### config.mk
export PLATFORM = sky130hd
export DESIGN_NAME = fifo_rd_streamer_flat
export DESIGN_NICKNAME = d
export VERILOG_FILES = /design/src/rtl/fifo_rd_streamer_if.sv /design/src/rtl/fifo_rd_streamer.sv /design/src/flat_wrapper.sv
export SDC_FILE = /design/constraint.sdc
export NUM_CORES = 1
export LEC_CHECK = 0
export ABC_AREA = 1
export CAP_MARGIN = 20
export CORE_UTILIZATION = 50
export DETAILED_ROUTE_END_ITERATION = 8
export PLACE_DENSITY = 0.8
export SYNTH_ARGS = -nofsm -noshare
export SYNTH_HDL_FRONTEND = slang
export SYNTH_SLANG_ARGS = --single-unit
### constraint.sdc
create_clock -name clk -period 1.95 [get_ports clk]
set_clock_uncertainty 0.2 [all_clocks]
set_input_delay 0.39 -clock clk [delete_from_list [all_inputs] [get_ports clk]]
set_output_delay 0.39 -clock clk [all_outputs]
set_load 0.02 [all_outputs]
### src/rtl/fifo_rd_streamer_if.sv
// Handshake bundle for fifo_rd_streamer: the upstream FIFO read port plus the downstream
// valid/ready stream. The streamer takes the master modport; the environment takes slave.
interface fifo_rd_streamer_if #(
    parameter int unsigned no_bits = 32
);
    logic               fifo_cs;
    logic               fifo_rd_en;
    logic               fifo_empty;
    logic [no_bits-1:0] fifo_dout;
    logic               m_valid;
    logic               m_ready;
    logic [no_bits-1:0] m_data;

    modport master (
        output fifo_cs,
        output fifo_rd_en,
        input  fifo_empty,
        input  fifo_dout,
        output m_valid,
        output m_data,
        input  m_ready
    );

    modport slave (
        input  fifo_cs,
        input  fifo_rd_en,
        output fifo_empty,
        output fifo_dout,
        input  m_valid,
        input  m_data,
        output m_ready
    );
endinterface

### src/rtl/fifo_rd_streamer.sv
// Streams words out of a registered-output FIFO onto a valid/ready port via a 2-entry buffer.
// Optional macro FIFO_RD_STREAMER_CNT_EN adds a 16-bit wrapping words_out pop counter.
module fifo_rd_streamer #(
    parameter int unsigned no_bits = 32
) (
    input  logic                clk,
    input  logic                reset,
    input  logic                enable,
    fifo_rd_streamer_if.master  bus,
    output logic                busy
`ifdef FIFO_RD_STREAMER_CNT_EN
    ,
    output logic [15:0]         words_out
`endif
);

    logic [1:0]         r_count;
    logic               r_inflight;
    logic [no_bits-1:0] r_head;
    logic [no_bits-1:0] r_tail;

    logic [1:0]         w_occ;
    logic               w_valid;
    logic               w_pop;
    logic               w_rd_en;

    assign w_occ   = r_count + {1'b0, r_inflight};
    assign w_valid = (r_count != 2'd0);
    assign w_pop   = w_valid & bus.m_ready;

    // A read may be issued into a full slot budget only if a pop frees a slot this edge.
    // Gated by reset so no read is requested while the block is held in reset.
    assign w_rd_en = reset & enable & ~bus.fifo_empty
                   & ((w_occ < 2'd2) | ((w_occ == 2'd2) & w_pop));

    assign bus.fifo_rd_en = w_rd_en;
    assign bus.fifo_cs    = w_rd_en;
    assign bus.m_valid    = w_valid;
    assign bus.m_data     = r_head;
    assign busy           = w_valid | r_inflight;

    always_ff @(posedge clk or negedge reset) begin
        if (!reset) begin
            r_count    <= 2'd0;
            r_inflight <= 1'b0;
            r_head     <= '0;
            r_tail     <= '0;
        end else begin
            r_inflight <= w_rd_en;
            case ({r_inflight, w_pop})
                2'b10: begin
                    if (r_count == 2'd0) begin
                        r_head <= bus.fifo_dout;
                    end else begin
                        r_tail <= bus.fifo_dout;
                    end
                    r_count <= r_count + 2'd1;
                end
                2'b01: begin
                    r_head  <= r_tail;
                    r_count <= r_count - 2'd1;
                end
                2'b11: begin
                    // Capture and pop together: occupancy unchanged, head advances.
                    if (r_count == 2'd2) begin
                        r_head <= r_tail;
                        r_tail <= bus.fifo_dout;
                    end else begin
                        r_head <= bus.fifo_dout;
                    end
                end
                default: begin
                end
            endcase
        end
    end

`ifdef FIFO_RD_STREAMER_CNT_EN
    logic [15:0] r_words;

    always_ff @(posedge clk or negedge reset) begin
        if (!reset) begin
            r_words <= 16'd0;
        end else if (w_pop) begin
            r_words <= r_words + 16'd1;
        end
    end

    assign words_out = r_words;
`endif

    a_count_max: assert property (@(posedge clk) disable iff (!reset) r_count <= 2'd2);
    a_occ_max: assert property (@(posedge clk) disable iff (!reset) w_occ <= 2'd2);
    a_no_rd_empty: assert property (@(posedge clk) disable iff (!reset)
        bus.fifo_empty |-> !w_rd_en);

endmodule

### src/flat_wrapper.sv
// flat-port wrapper written by rule: the top's interface ports become plain ports
module fifo_rd_streamer_flat 
#(
    parameter int unsigned no_bits = 32
)
  (clk, reset, enable, busy, bus_fifo_cs, bus_fifo_rd_en, bus_fifo_empty, bus_fifo_dout, bus_m_valid, bus_m_data, bus_m_ready);
  fifo_rd_streamer_if #(.no_bits(no_bits)) bus_i ();
  input  logic clk;
  input  logic reset;
  input  logic enable;
  output logic busy;
  output wire logic [$bits(bus_i.fifo_cs)-1:0] bus_fifo_cs;
  output wire logic [$bits(bus_i.fifo_rd_en)-1:0] bus_fifo_rd_en;
  input wire logic [$bits(bus_i.fifo_empty)-1:0] bus_fifo_empty;
  input wire logic [$bits(bus_i.fifo_dout)-1:0] bus_fifo_dout;
  output wire logic [$bits(bus_i.m_valid)-1:0] bus_m_valid;
  output wire logic [$bits(bus_i.m_data)-1:0] bus_m_data;
  input wire logic [$bits(bus_i.m_ready)-1:0] bus_m_ready;
  assign bus_fifo_cs = bus_i.fifo_cs;
  assign bus_fifo_rd_en = bus_i.fifo_rd_en;
  assign bus_i.fifo_empty = bus_fifo_empty;
  assign bus_i.fifo_dout = bus_fifo_dout;
  assign bus_m_valid = bus_i.m_valid;
  assign bus_m_data = bus_i.m_data;
  assign bus_i.m_ready = bus_m_ready;
  fifo_rd_streamer #(.no_bits(no_bits)) u_core (.clk(clk), .reset(reset), .enable(enable), .bus(bus_i), .busy(busy));
endmodule
-- Yosys cells after proc, flatten, opt, wreduce, memory -nomap -nowiden
Index checks and enable logic that the tools add are counted.
- register bits after elaboration: 67
- latch bits: 0
- RAM bits: 0
- bits in read-only memories: 0
- bits of input ports: 37
- output and inout bits: 36
- logic and storage cells: 38
- memories kept: 0
- $add $sub $neg: 3
- $mul: 0
- divide/modulo/power cells: 0
- magnitude comparators: 1
- eq/ne operators: 8
- shift-type cells: 0
- multiplexer cells: 7
- bitwise gates (word level): 8
- reductions and logical operators: 7
- operator list (kind ; number):
    32-bit two-way mux ; 4
    32-bit one-hot mux with 3 select lines ; 1
    32-bit one-hot mux with 2 select lines ; 1
    2-bit equality test (second input constant) ; 4
    2-bit nonzero test ; 3
    1-bit AND ; 5
    2-bit by 1-bit != test with 1-bit output (second input constant) ; 2
    2-bit one-hot mux with 2 select lines ; 1
    3-bit AND reduction ; 1
    3-bit nonzero test ; 1
    2-bit by 1-bit adder with 2-bit output ; 1
    2-bit by 1-bit adder with 2-bit output (second input constant) ; 1
    2-bit by 1-bit equality test with 1-bit output (second input constant) ; 1
    2-bit logical NOT ; 1
    2-bit < comparator (second input constant) ; 1
    2-bit != test (second input constant) ; 1
    1-bit OR ; 2
    2-bit AND reduction ; 1
    2-bit by 1-bit subtractor with 2-bit output (second input constant) ; 1
    1-bit inverter ; 1

-- Longest topological paths before layout
- depth in word-level cells: 5
- depth in mapped cells: 8
- gate-level depth less buffers: 7

-- Least setup slack after synthesis
Ideal clock, no wire load.
- path type: reg2out
- from: reg u_core.r_inflight
- to: out bus_fifo_rd_en
- arrival: 1.260 ns
- setup slack: 0.100 ns
- cell stages (with the launch flop): 5
- buffers on the path: 1
- cells stage by stage: dfrtp_1 -> ha_1 -> nor2_1 -> o21a_1 -> buf_4
- longest elaborated chain between the ends: 5
- elaborated cells on any way between the ends: 6
- classes of those cells: add/sub: 1; order compare: 1; eq/ne: 1; bitwise: 3
- ends and longest elaborated chain (element ; line ; RTL):
    start: declaration ; fifo_rd_streamer.sv:18 ; logic r_inflight;
    start signal: assignment ; fifo_rd_streamer.sv:49 ; r_inflight <= w_rd_en;
    2-bit by 1-bit adder with 2-bit output (*) ; fifo_rd_streamer.sv:27 ; assign w_occ = r_count + {1'b0, r_inflight};
    2-bit equality test ; fifo_rd_streamer.sv:34 ; & ((w_occ < 2'd2) | ((w_occ == 2'd2) & w_pop));
    1-bit AND ; fifo_rd_streamer.sv:34 ;
    1-bit OR (*) ; fifo_rd_streamer.sv:34 ;
    1-bit AND (*) ; fifo_rd_streamer.sv:34 ;
    end: declaration ; flat_wrapper.sv:13 ; output wire logic [$bits(bus_i.fifo_rd_en)-1:0] bus_fifo_rd_en;
Mark *: on every way between the ends. The rest lies on a longest branch, timed or not.

-- Final worst setup path
- from: reg u_core.r_count[0]
- to: out bus_fifo_rd_en
- longest elaborated chain between the ends: 5
- elaborated cells on any way between the ends: 8
- classes of those cells: add/sub: 1; order compare: 1; eq/ne: 1; bitwise: 4; reduce/logical: 1
- ends and longest elaborated chain (element ; line ; RTL):
    start: declaration ; fifo_rd_streamer.sv:17 ; logic [1:0] r_count;
    start signal: assignment ; fifo_rd_streamer.sv:57 ; r_count <= r_count + 2'd1;
    start signal: assignment ; fifo_rd_streamer.sv:61 ; r_count <= r_count - 2'd1;
    2-bit by 1-bit adder with 2-bit output or 2-bit nonzero test (tied branches) ; fifo_rd_streamer.sv:27, fifo_rd_streamer.sv:28 ;
    2-bit equality test or 1-bit AND (tied branches) ; fifo_rd_streamer.sv:34, fifo_rd_streamer.sv:29 ;
    1-bit AND ; fifo_rd_streamer.sv:34 ;
    1-bit OR (*) ; fifo_rd_streamer.sv:34 ;
    1-bit AND (*) ; fifo_rd_streamer.sv:34 ;
Marks and branches as above.

==> metrics.log <==
INFO  metric status = finished with violations
INFO  metric violations = negative setup slack
INFO  metric syn_area_per_cell = 7.80 um2
INFO  metric synth-seq-area-share = 52.2%
INFO  metric detailedPlace.worstSlack = -458 ps
INFO  metric startpoint_to_endpoint_class_of_the_critical_path = register to primary output
INFO  metric clkLatencyLatePin = 340 ps
INFO  metric fp.dieH = 82.1 um
INFO  metric antenna_cell_count = 0
INFO  metric timing.final.crit_period = 2020 ps
INFO  metric synth_area = 3210 um2
INFO  metric finalHoldViolations = 0
INFO  metric track_usage = 23.0%
INFO  metric grt_pass1_wl = 11500 um
INFO  metric tritoncts = built
INFO  metric globalRoute.totalOverflow = 0
INFO  metric power_density = 1560 nW/um2
INFO  metric drt_wl_total = 6950 um
INFO  metric synthToLayoutAreaGrowth = 34.6%
INFO  metric detail_route.vias_per_cell = 4.80
INFO  metric initial_utilization = 53.0%
INFO  metric clk_pin_slew = 80 ps
INFO  metric power.leakage = 2.35 nW
INFO  metric gp_congestion = 0.784
INFO  metric postSynth.asyncResetShare = 100%
INFO  metric finalNetCount = 535
INFO  metric postRouteAntennaNets = 0
INFO  metric netlist.top_cell.by_area = sky130_fd_sc_hd__dfrtp_1
INFO  metric detailroute.via_count = 2769
INFO  metric drtPass1Iterations = 4
INFO  metric cts.htree.levels = 3
INFO  metric route.detailed.wl_per_inst = 12.0 um
INFO  metric io_buffer_count = 72
INFO  metric design.die.area = 6750 um2
INFO  metric postSynth.topFlopCell = sky130_fd_sc_hd__dfrtp_1
INFO  metric rows = 28
INFO  metric clk_root_buffer_cell = sky130_fd_sc_hd__clkbuf_8
INFO  metric detail_route.drc_violations = 0
INFO  metric grt_antenna_before_repair = 0
INFO  metric cts_inserted_buffers = 9
INFO  metric placeableCoreArea = 6060 um2
INFO  metric yosysWarnings = 0
INFO  metric ir_drop = 0.986 mV
INFO  metric worstPathArrival = 1430 ps
INFO  metric place_hpwl = 4590 um
INFO  metric grt_max_degree = 68
INFO  metric timing.critical_path.fanout_max = 3
INFO  metric grt_pass1_vias = 2571
INFO  metric cts_max_path_buffers = 2
INFO  metric timing.critical_path.from_type = register
INFO  metric endpoint = bus_fifo_rd_en
INFO  metric startpoint = u_core.r_count[0]$_DFFE_PN0P_
INFO  metric post_dp_cell_area = 4070 um2
INFO  metric synth_enable_flop_cells = 0
INFO  metric worstSetupEndpointType = primary output
INFO  metric syn-instance-count = 412
INFO  metric slew_headroom = 45.6%
INFO  metric cp_data_required_time = 1360 ps
INFO  metric area_of_all_placed_cells_without_fillers = 4320 um2
INFO  metric max_cap_violations = 0
INFO  metric setup.reg_to_reg.worst_slack = 180 ps
INFO  metric rsz_0062_raised_after_global_routing = yes
INFO  metric synth.lib_cells_used.distinct = 24
INFO  metric die_w = 82.1 um
INFO  metric timing.reg2reg.worst_path_depth = 10
INFO  metric hold_path.class = primary input to asynchronous set/reset pin
INFO  metric initialDrtViolationCount = 119
INFO  metric timing.final.crit_share = 104%
INFO  metric layout-drive-gt1-share = 10.8%
INFO  metric fin_setup_tns = -142 ps
INFO  metric post-synth-top-area-fraction = 52.2%
INFO  metric critical_path.reg2reg.endpoint = u_core.bus.m_data[30]$_DFFE_PN0P_
INFO  metric worst-slew-pin-transition = 816 ps
INFO  metric worst_slack_setup_final = -71.0 ps
INFO  metric io_pins = 73
INFO  metric cts.sinks = 67
INFO  metric fin_worst_hold_slack = 90.4 ps
INFO  metric synthTopCellsByArea = sky130_fd_sc_hd__dfrtp_1, sky130_fd_sc_hd__nand2_1, sky130_fd_sc_hd__inv_1, sky130_fd_sc_hd__nand3_1, sky130_fd_sc_hd__buf_6
INFO  metric synth_seq_cells = 67
INFO  metric finalSetupViolCount = 2
INFO  metric timing.fmax = 495 MHz
INFO  metric finalMaxSlewViolations = 0
INFO  metric worstReg2RegStart = u_core.r_count[0]$_DFFE_PN0P_
INFO  metric syn-num-nets = 450
==> per-layer routing <==
metal | share of wire, % | GRT usage (%) | vias to the layer above
li1 | - | - | 1402
met1 | 47 | 30.2 | 1283
met2 | 47 | 36.3 | 77
met3 | 5.3 | 5.71 | 7
met4 | 0.89 | 9.65 | 0
met5 | 0 | 0 | -
==> what timing repair did <==
item | in CTS | in global routing
endpoints found under the setup margin | 4 | 8
cloned | 0 | 0
buffers inserted | 1 | 0
pin swaps | 2 | 2
hold buffers | 0 | 0
gates resized for setup | 23 | 8
==> synthesized netlist by cell type, types with 2 or more instances <==
master,count
sky130_fd_sc_hd__clkbuf_2,2
sky130_fd_sc_hd__buf_2,6
sky130_fd_sc_hd__inv_1,67
sky130_fd_sc_hd__o21ai_0,19
sky130_fd_sc_hd__o21ai_1,14
sky130_fd_sc_hd__dfrtp_1,67
sky130_fd_sc_hd__inv_2,3
sky130_fd_sc_hd__nand3_1,35
sky130_fd_sc_hd__xor2_1,2
sky130_fd_sc_hd__nand2_1,167
sky130_fd_sc_hd__nor2_1,8
sky130_fd_sc_hd__buf_6,9
sky130_fd_sc_hd__nand2_4,2
==> cell families after synthesis <==
family | after synthesis | synth area share [%]
AO/OA/AOI/OAI | 37 | 6.31
XOR/XNOR | 3 | 0.818
adder cells (fa/ha/maj) | 1 | 0.389
buffers and inverters | 90 | 13.1
flip-flops | 67 | 52.2
AND/OR/NAND/NOR | 214 | 27.2
==> metrics by stage <==
step                      util (%)  std cells  total power (W)
after floorplan                  -        412          0.00423
after detailed placement      67.1        560          0.00548
after CTS                     71.0        577          0.00679
after global placement        67.1        560          0.00538
after global routing          71.3        577          0.00726
final                         71.3        577          0.00675
==> how the worst min path moves through the flow <==
stage,start,endpoint,slack (ps)
after floorplan,reset,u_core.bus.m_data[0]$_DFFE_PN0P_,-110
after global routing,reset,u_core.bus.m_data[5]$_DFFE_PN0P_,170
final,reset,u_core.bus.m_data[31]$_DFFE_PN0P_,90
after CTS,reset,u_core.bus.m_data[2]$_DFFE_PN0P_,130
after global placement,u_core.bus.m_data[1]$_DFFE_PN0P_,u_core.bus.m_data[1]$_DFFE_PN0P_,260
after detailed placement,u_core.bus.m_data[17]$_DFFE_PN0P_,u_core.bus.m_data[17]$_DFFE_PN0P_,260
==> power by group <==
part           switching [W]  internal (W)
combinational        0.00170       0.00138
sequential          0.000351       0.00203
clock               0.000563      0.000728
==> registers in the layout, indices dropped and copies added (netlist names) <==
register           cells
u_core.bus.m_data     32
u_core.r_inflight      1
u_core.r_count         2
u_core.r_tail         32
==> critical path, stage by stage, from the launching register on <==
cell                      delay, ps
sky130_fd_sc_hd__dfrtp_1        400
sky130_fd_sc_hd__ha_2           320
sky130_fd_sc_hd__nor2_1          30
sky130_fd_sc_hd__o21a_1         200
sky130_fd_sc_hd__buf_6          140
==> layout by cell type (no fill, tap or decap), types with 2 or more instances in the layout <==
cell,instances
sky130_fd_sc_hd__xor2_1,2
sky130_fd_sc_hd__o21ai_1,14
sky130_fd_sc_hd__buf_4,16
sky130_fd_sc_hd__nor2_1,7
sky130_fd_sc_hd__o21ai_0,19
sky130_fd_sc_hd__nand3_1,35
sky130_fd_sc_hd__buf_12,4
sky130_fd_sc_hd__buf_2,3
sky130_fd_sc_hd__buf_6,3
sky130_fd_sc_hd__nand2_4,2
sky130_fd_sc_hd__inv_6,2
sky130_fd_sc_hd__inv_1,67
sky130_fd_sc_hd__clkbuf_8,9
sky130_fd_sc_hd__clkdlybuf4s50_1,62
sky130_fd_sc_hd__dfrtp_1,67
sky130_fd_sc_hd__bufinv_16,2
sky130_fd_sc_hd__dlymetal6s2s_1,5
sky130_fd_sc_hd__inv_4,3
sky130_fd_sc_hd__nand2_1,167
sky130_fd_sc_hd__nor2_4,2
==> layout make-up <==
| type | instances | area [um2] |
|---|---|---|
| clock buffer | 9 | 124 |
| sequential | 67 | 1680 |
| timing repair buffer | 93 | 932 |
| tap | 75 | 93.8 |
| fill | 471 | 1740 |
| inverter | 71 | 274 |
| multi-input combinational | 255 | 1120 |
| clock inverter | 7 | 98.8 |
Power figures use the tool's default switching activity.
